## src/rtl/load_store_unit.sv

```systemverilog
// Memory-stage load/store unit: one request/grant/rvalid bus transaction at a time.
// Define LSU_MISALIGN_TRAP_EN to reject misaligned accesses instead of forcing natural alignment.
module load_store_unit (
  input  logic        clk,
  input  logic        rstn,
  input  logic        req_valid,
  output logic        req_ready,
  input  logic        req_is_store,
  input  logic [31:0] req_addr,
  input  logic [31:0] req_wdata,
  input  logic [1:0]  req_width,
  input  logic        req_unsigned,
  input  logic [4:0]  req_rd,
  output logic        resp_valid,
  output logic [31:0] resp_rdata,
  output logic [4:0]  resp_rd,
  output logic        resp_misaligned,
  output logic        mem_req,
  output logic        mem_we,
  output logic [31:0] mem_addr,
  output logic [3:0]  mem_be,
  output logic [31:0] mem_wdata,
  input  logic        mem_gnt,
  input  logic        mem_rvalid,
  input  logic [31:0] mem_rdata
);
  localparam int unsigned XLEN = 32;
  localparam int unsigned RD_W = 5;
  localparam logic [1:0] MEM_NONE = 2'd0;
  localparam logic [1:0] MEM_BYTE = 2'd1;
  localparam logic [1:0] MEM_HALF = 2'd2;
  localparam logic [1:0] MEM_WORD = 2'd3;

  typedef enum logic [1:0] {S_IDLE, S_REQ, S_WAIT} state_e;

  state_e            state_q, state_d;
  logic [1:0]        width_q, width_d;
  logic [1:0]        off_q, off_d;
  logic              unsigned_q, unsigned_d;
  logic [RD_W-1:0]   rd_q, rd_d;
  logic              resp_valid_q, resp_valid_d;
  logic [XLEN-1:0]   resp_rdata_q, resp_rdata_d;
  logic [RD_W-1:0]   resp_rd_q, resp_rd_d;
  logic              mem_req_q, mem_req_d;
  logic              mem_we_q, mem_we_d;
  logic [XLEN-1:0]   mem_addr_q, mem_addr_d;
  logic [3:0]        mem_be_q, mem_be_d;
  logic [XLEN-1:0]   mem_wdata_q, mem_wdata_d;

  logic              accept;
  logic              trap;
  logic              noop;
  logic [1:0]        eff_off;
  logic [3:0]        lane_be;
  logic [XLEN-1:0]   lane_wdata;
  logic [15:0]       shifted;
  logic [XLEN-1:0]   load_data;

  assign req_ready = (state_q == S_IDLE);
  assign accept    = req_valid && req_ready;

`ifdef LSU_MISALIGN_TRAP_EN
  assign trap = ((req_width == MEM_HALF) && req_addr[0]) ||
                ((req_width == MEM_WORD) && (req_addr[1:0] != 2'b00));
`else
  assign trap = 1'b0;
`endif
  assign noop = (req_width == MEM_NONE) || trap;

  // Natural-alignment offset and lane replication for the incoming request
  always_comb begin
    eff_off    = req_addr[1:0];
    lane_be    = 4'b1111;
    lane_wdata = req_wdata;
    case (req_width)
      MEM_BYTE: begin
        lane_be    = 4'b0001 << eff_off;
        lane_wdata = {4{req_wdata[7:0]}};
      end
      MEM_HALF: begin
        eff_off    = {req_addr[1], 1'b0};
        lane_be    = 4'b0011 << eff_off;
        lane_wdata = {2{req_wdata[15:0]}};
      end
      MEM_WORD: eff_off = 2'b00;
      default: ;
    endcase
  end

  // Align and extend returned load data
  assign shifted = 16'(mem_rdata >> {off_q, 3'b000});
  always_comb begin
    load_data = mem_rdata;
    case (width_q)
      MEM_BYTE: load_data = unsigned_q ? {24'd0, shifted[7:0]}  : {{24{shifted[7]}}, shifted[7:0]};
      MEM_HALF: load_data = unsigned_q ? {16'd0, shifted[15:0]} : {{16{shifted[15]}}, shifted[15:0]};
      default: ;
    endcase
  end

  always_comb begin
    state_d = state_q;
    case (state_q)
      S_IDLE:  if (accept && !noop) state_d = S_REQ;
      S_REQ:   if (mem_gnt) state_d = mem_we_q ? S_IDLE : S_WAIT;
      S_WAIT:  if (mem_rvalid) state_d = S_IDLE;
      default: state_d = S_IDLE;
    endcase
  end

  always_comb begin
    width_d      = width_q;
    off_d        = off_q;
    unsigned_d   = unsigned_q;
    rd_d         = rd_q;
    resp_valid_d = 1'b0;
    resp_rdata_d = resp_rdata_q;
    resp_rd_d    = resp_rd_q;
    mem_req_d    = mem_req_q;
    mem_we_d     = mem_we_q;
    mem_addr_d   = mem_addr_q;
    mem_be_d     = mem_be_q;
    mem_wdata_d  = mem_wdata_q;
    case (state_q)
      S_IDLE: begin
        if (accept) begin
          width_d    = req_width;
          off_d      = eff_off;
          unsigned_d = req_unsigned;
          rd_d       = req_rd;
          if (noop) begin
            resp_valid_d = 1'b1;
            resp_rdata_d = '0;
            resp_rd_d    = req_rd;
          end else begin
            mem_req_d   = 1'b1;
            mem_we_d    = req_is_store;
            mem_addr_d  = {req_addr[31:2], 2'b00};
            mem_be_d    = lane_be;
            mem_wdata_d = lane_wdata;
          end
        end
      end
      S_REQ: begin
        if (mem_gnt) begin
          mem_req_d = 1'b0;
          if (mem_we_q) begin
            resp_valid_d = 1'b1;
            resp_rdata_d = '0;
            resp_rd_d    = rd_q;
          end
        end
      end
      S_WAIT: begin
        if (mem_rvalid) begin
          resp_valid_d = 1'b1;
          resp_rdata_d = load_data;
          resp_rd_d    = rd_q;
        end
      end
      default: ;
    endcase
  end

  always_ff @(posedge clk or negedge rstn) begin
    if (!rstn) begin
      state_q      <= S_IDLE;
      width_q      <= MEM_NONE;
      off_q        <= '0;
      unsigned_q   <= 1'b0;
      rd_q         <= '0;
      resp_valid_q <= 1'b0;
      resp_rdata_q <= '0;
      resp_rd_q    <= '0;
      mem_req_q    <= 1'b0;
      mem_we_q     <= 1'b0;
      mem_addr_q   <= '0;
      mem_be_q     <= '0;
      mem_wdata_q  <= '0;
    end else begin
      state_q      <= state_d;
      width_q      <= width_d;
      off_q        <= off_d;
      unsigned_q   <= unsigned_d;
      rd_q         <= rd_d;
      resp_valid_q <= resp_valid_d;
      resp_rdata_q <= resp_rdata_d;
      resp_rd_q    <= resp_rd_d;
      mem_req_q    <= mem_req_d;
      mem_we_q     <= mem_we_d;
      mem_addr_q   <= mem_addr_d;
      mem_be_q     <= mem_be_d;
      mem_wdata_q  <= mem_wdata_d;
    end
  end

`ifdef LSU_MISALIGN_TRAP_EN
  // Only an IDLE-state response can come from a trapped request
  logic resp_mis_q;
  always_ff @(posedge clk or negedge rstn) begin
    if (!rstn)             resp_mis_q <= 1'b0;
    else if (resp_valid_d) resp_mis_q <= (state_q == S_IDLE) && trap;
  end
  assign resp_misaligned = resp_mis_q;
`else
  assign resp_misaligned = 1'b0;
`endif

  assign resp_valid = resp_valid_q;
  assign resp_rdata = resp_rdata_q;
  assign resp_rd    = resp_rd_q;
  assign mem_req    = mem_req_q;
  assign mem_we     = mem_we_q;
  assign mem_addr   = mem_addr_q;
  assign mem_be     = mem_be_q;
  assign mem_wdata  = mem_wdata_q;
endmodule

```

## config.mk

```make
export PLATFORM = sky130hd
export DESIGN_NAME = load_store_unit
export DESIGN_NICKNAME = d
export VERILOG_FILES = /design/src/rtl/load_store_unit.sv
export SDC_FILE = /design/constraint.sdc
export NUM_CORES = 1
export LEC_CHECK = 0
export ABC_AREA = 1
export CORE_MARGIN = 2
export CORE_UTILIZATION = 45
export DETAILED_ROUTE_END_ITERATION = 10
export PLACE_DENSITY = 0.78
export SLEW_MARGIN = 20
export SYNTH_ARGS = -nofsm -noshare
export SYNTH_HDL_FRONTEND = slang
export SYNTH_SLANG_ARGS = --single-unit
```

## constraint.sdc

```tcl
create_clock -name clk -period 3.95 [get_ports clk]
set_input_delay 0.79 -clock clk [delete_from_list [all_inputs] [get_ports clk]]
set_output_delay 0.79 -clock clk [all_outputs]
set_load 0.01 [all_outputs]
```

==> summary.md <==
| Metric | Value |
|---|---|
| Status | complete, no violations |
| Share of cells above drive strength 1 | 4.86% |
| Worst r2r src | state_q[0] |
| Synth Instances | 775 |
| Post-DRT Antenna Nets | 0 |
| First-pass GRT wire length | 28900 um |
| Synth top area share | 50.4% |
| Post-synthesis register bit count | 118 |
| Clock buffers created by TritonCTS | 17 |
| # setup viols final | 0 |
| Iteration-0 DRC Markers | 426 |
| Max VDD drop | 0.412 mV |
| Post-route DRC | 0 |
| Routability Congestion | 0.891 |
| PortBufs | 216 |
| Synth cell types | 29 |
| Worst-Skew Late Latency | 0.41 ns |
| CTS H-tree lvls | 4 |
| Nets@finish | 1096 |
| Syn avg cell area | 7.56 um^2 |
| Final core utilization | 68.7% |
| Final Cell Area | 8700 um^2 |
| Buf/Inv on CP | 3 |
| Vias | 5791 |
| Num rows | 41 |
| RSZ-0062 raised after global routing | false |
| Total wire length | 17500 um |
| Ranking of synthesized cells by area | dfrtp_1 (50%), nand2_1 (20%), nor2_1 (6.3%) |
| Achievable frequency | 0.354 GHz |
| Root buffer cell | clkbuf_16 |
| Detailed placement HPWL | 12200 um |
| Area post-placement | 8070 um^2 |
| Most frequent cells in the layout | nand2_1 (317), clkdlybuf4s50_1 (215), dfrtp_1 (118), nor2_1 (98), a21oi_1 (44) |
| Worst Setup SP | req_width[1] |
| Synth area leader | dfrtp_1 |
| Most common cell after layout, fill and taps aside | nand2_1 |
| Top-level I/O count | 220 |
| CP required | 4.21 ns |
| Grt peak-use layer | met2 |
| Grt met1 use | 32.2% |
| Crit. End Element | flop |
| Initial antenna violation count | 0 |
| Pin count of the biggest net entering global routing | 91 |
| Worst Path Max Fanout | 32 |
| Leak pwr | 4.24 nW |
| GRT met3 Usage | 10.9% |
| WS Path Type | in -> reg |
| Power Density | 799 nW/um^2 |
| HP Class | in -> async |
| Ys Warns | 0 |
| Total power | 0.00695 W |
| Die W | 118 um |
| Critical Path Max Stage Delay | 0.79 ns |
| Vias in the first global route | 5837 |
| Cell mode on critical path | inv_1 |
| Reg2reg setup slack | 1.55 ns |
| Final period util | 71.5% |
| # resized after CTS | 0 |
| Post-CTS Setup Bufs | 0 |
| DIE HEIGHT | 118 um |
| Comb power frac | 45.8% |
| Worst Tran Pin Value | 0.976 ns |
| Remaining global-route overflow | 0 |
| GRT Util Overall | 25.9% |
| Final hold violation count | 0 |
| CTS tree | built |
| P_int | 0.00433 W |
| Setup TNS | 0 ns |
| Arr. time, crit path | 3.09 ns |
| Register area share after synthesis | 50.4% |
| Rel. slew slack | 34.8% |
| Clock Path Buffers | 2 |
| CP Launch Type | input pin |
| Core Box Area | 12700 um^2 |
| Crit-path leading delay family | buffers and inverters |
| Psw | 0.00262 W |
| Critical-path top delay cell | inv_1 |
| GR Util met2 | 40.6% |
| Synth Cell Area | 5860 um^2 |
| Max-cap viol count | 0 |
| Initial Util | 46.2% |
| Switching Fraction | 37.6% |
| Routed wire per std cell | 15.1 um |
| Vias per std cell | 4.99 |
| Crit-path cells | clkdlybuf4s50_1, inv_1, ha_1, inv_1, nor3_1, a21oi_1, o21ai_1 |
| Layout fillers | 1055 |
| Clock transition at the registers of the reported paths | 0.05 ns |
| Num Clock Sinks | 118 |
| Clock share of power | 23.3% |
| Pins Over Slew Limit | 0 |
| Sequential share of power | 30.9% |
| P&R area growth vs syn | 48.5% |
| Pre-Repair DR Iteration Count | 5 |
| Min cycle time layout | 2.82 ns |
| Hold Buf Count CTS | 0 |
| Ant diodes | 0 |
| Final Skew | 0.00756 ns |
| Die area | 13900 um^2 |
## power by group through the flow
stage	Sequential, W	Clock [W]	Combinational [W]
2_1_floorplan	0.00227	0	0.00157
3_3_place_gp	0.00215	0	0.00315
3_5_place_dp	0.00213	0	0.00320
4_1_cts	0.00215	0.00164	0.00322
5_1_grt	0.00222	0.00171	0.00353
6_report	0.00215	0.00162	0.00318
## flip-flops by register name, summed over array words and instances, names as in the netlist
name and flops:
mem_wdata 32, resp_rdata 32, mem_addr 30, rd_q 5, resp_rd 5, mem_be 4
off_q 2, state_q 2, width_q 2, mem_req 1, mem_we 1, resp_valid 1
unsigned_q 1
## metrics by stage
stage          setup slack (ns)  hold WS [ns]  cells
2_1_floorplan              2.03         0.449    777
3_3_place_gp              0.863         0.461   1128
3_5_place_dp              0.746         0.464   1128
4_1_cts                    1.15         0.310   1160
5_1_grt                   0.954         0.321   1160
6_report                   1.13         0.304   1160
## cell usage after synthesis
cell type and number:
a21oi_1 44, a31oi_1 2, a32oi_1 1, a41oi_1 2, buf_1 1, buf_2 17, buf_4 8, buf_6 3
clkbuf_1 13, clkinv_1 1, clkinv_4 1, conb_1 1, dfrtp_1 118, ha_1 11, inv_1 35, inv_2 7
mux2i_1 5, nand2_1 317, nand2_2 2, nand2_4 1, nand3_1 9, nand3_2 1, nand3b_1 1, nor2_1 98
nor3_1 7, o211ai_1 8, o21ai_0 22, o21ai_1 32, o22ai_1 7
## area by class of cell
cell class / instances / area, um^2 / area share [%]
flip-flops and latches: 118 / 2950 / 33.9
multi-input cells: 573 / 2510 / 28.9
repair buffers: 221 / 2220 / 25.5
clock buffers: 25 / 515 / 5.92
well taps: 172 / 215 / 2.47
inverters: 44 / 170 / 1.96
clock inverters: 7 / 115 / 1.32
## path summary, 6_finish.rpt
check / end / depth (start not counted)
max: mem_wdata[18] / 7
min: resp_rd[2] / 1
max reg2reg: state_q[0] / 11
min reg2reg: resp_rdata[8] / 2
max in group asynchronous: resp_rdata[13] / 2
min in group clk: resp_rdata[8] / 2
## metal layers
layer | wire [um] | share of wire, % | up-vias
met4 | 314 | 1.8 | 0
met2 | 8200 | 47 | 237
met3 | 1660 | 9.5 | 31
met5 | 0 | 0 | -
li1 | - | - | 2834
met1 | 7320 | 42 | 2689
## cells by family (layout without fill, tap and decap cells)
group	Yosys count	after routing	synth area share (%)
AO/OA/AOI/OAI	118	118	10.8
multiplexers	5	5	0.854
AND/OR/NAND/NOR	436	436	28.7
flip-flops	118	118	50.4
other	1	3	0.0640
adder cells (fa/ha/maj)	11	11	2.35
buffers and inverters	86	297	6.86
(Power assumes the default switching activity.)
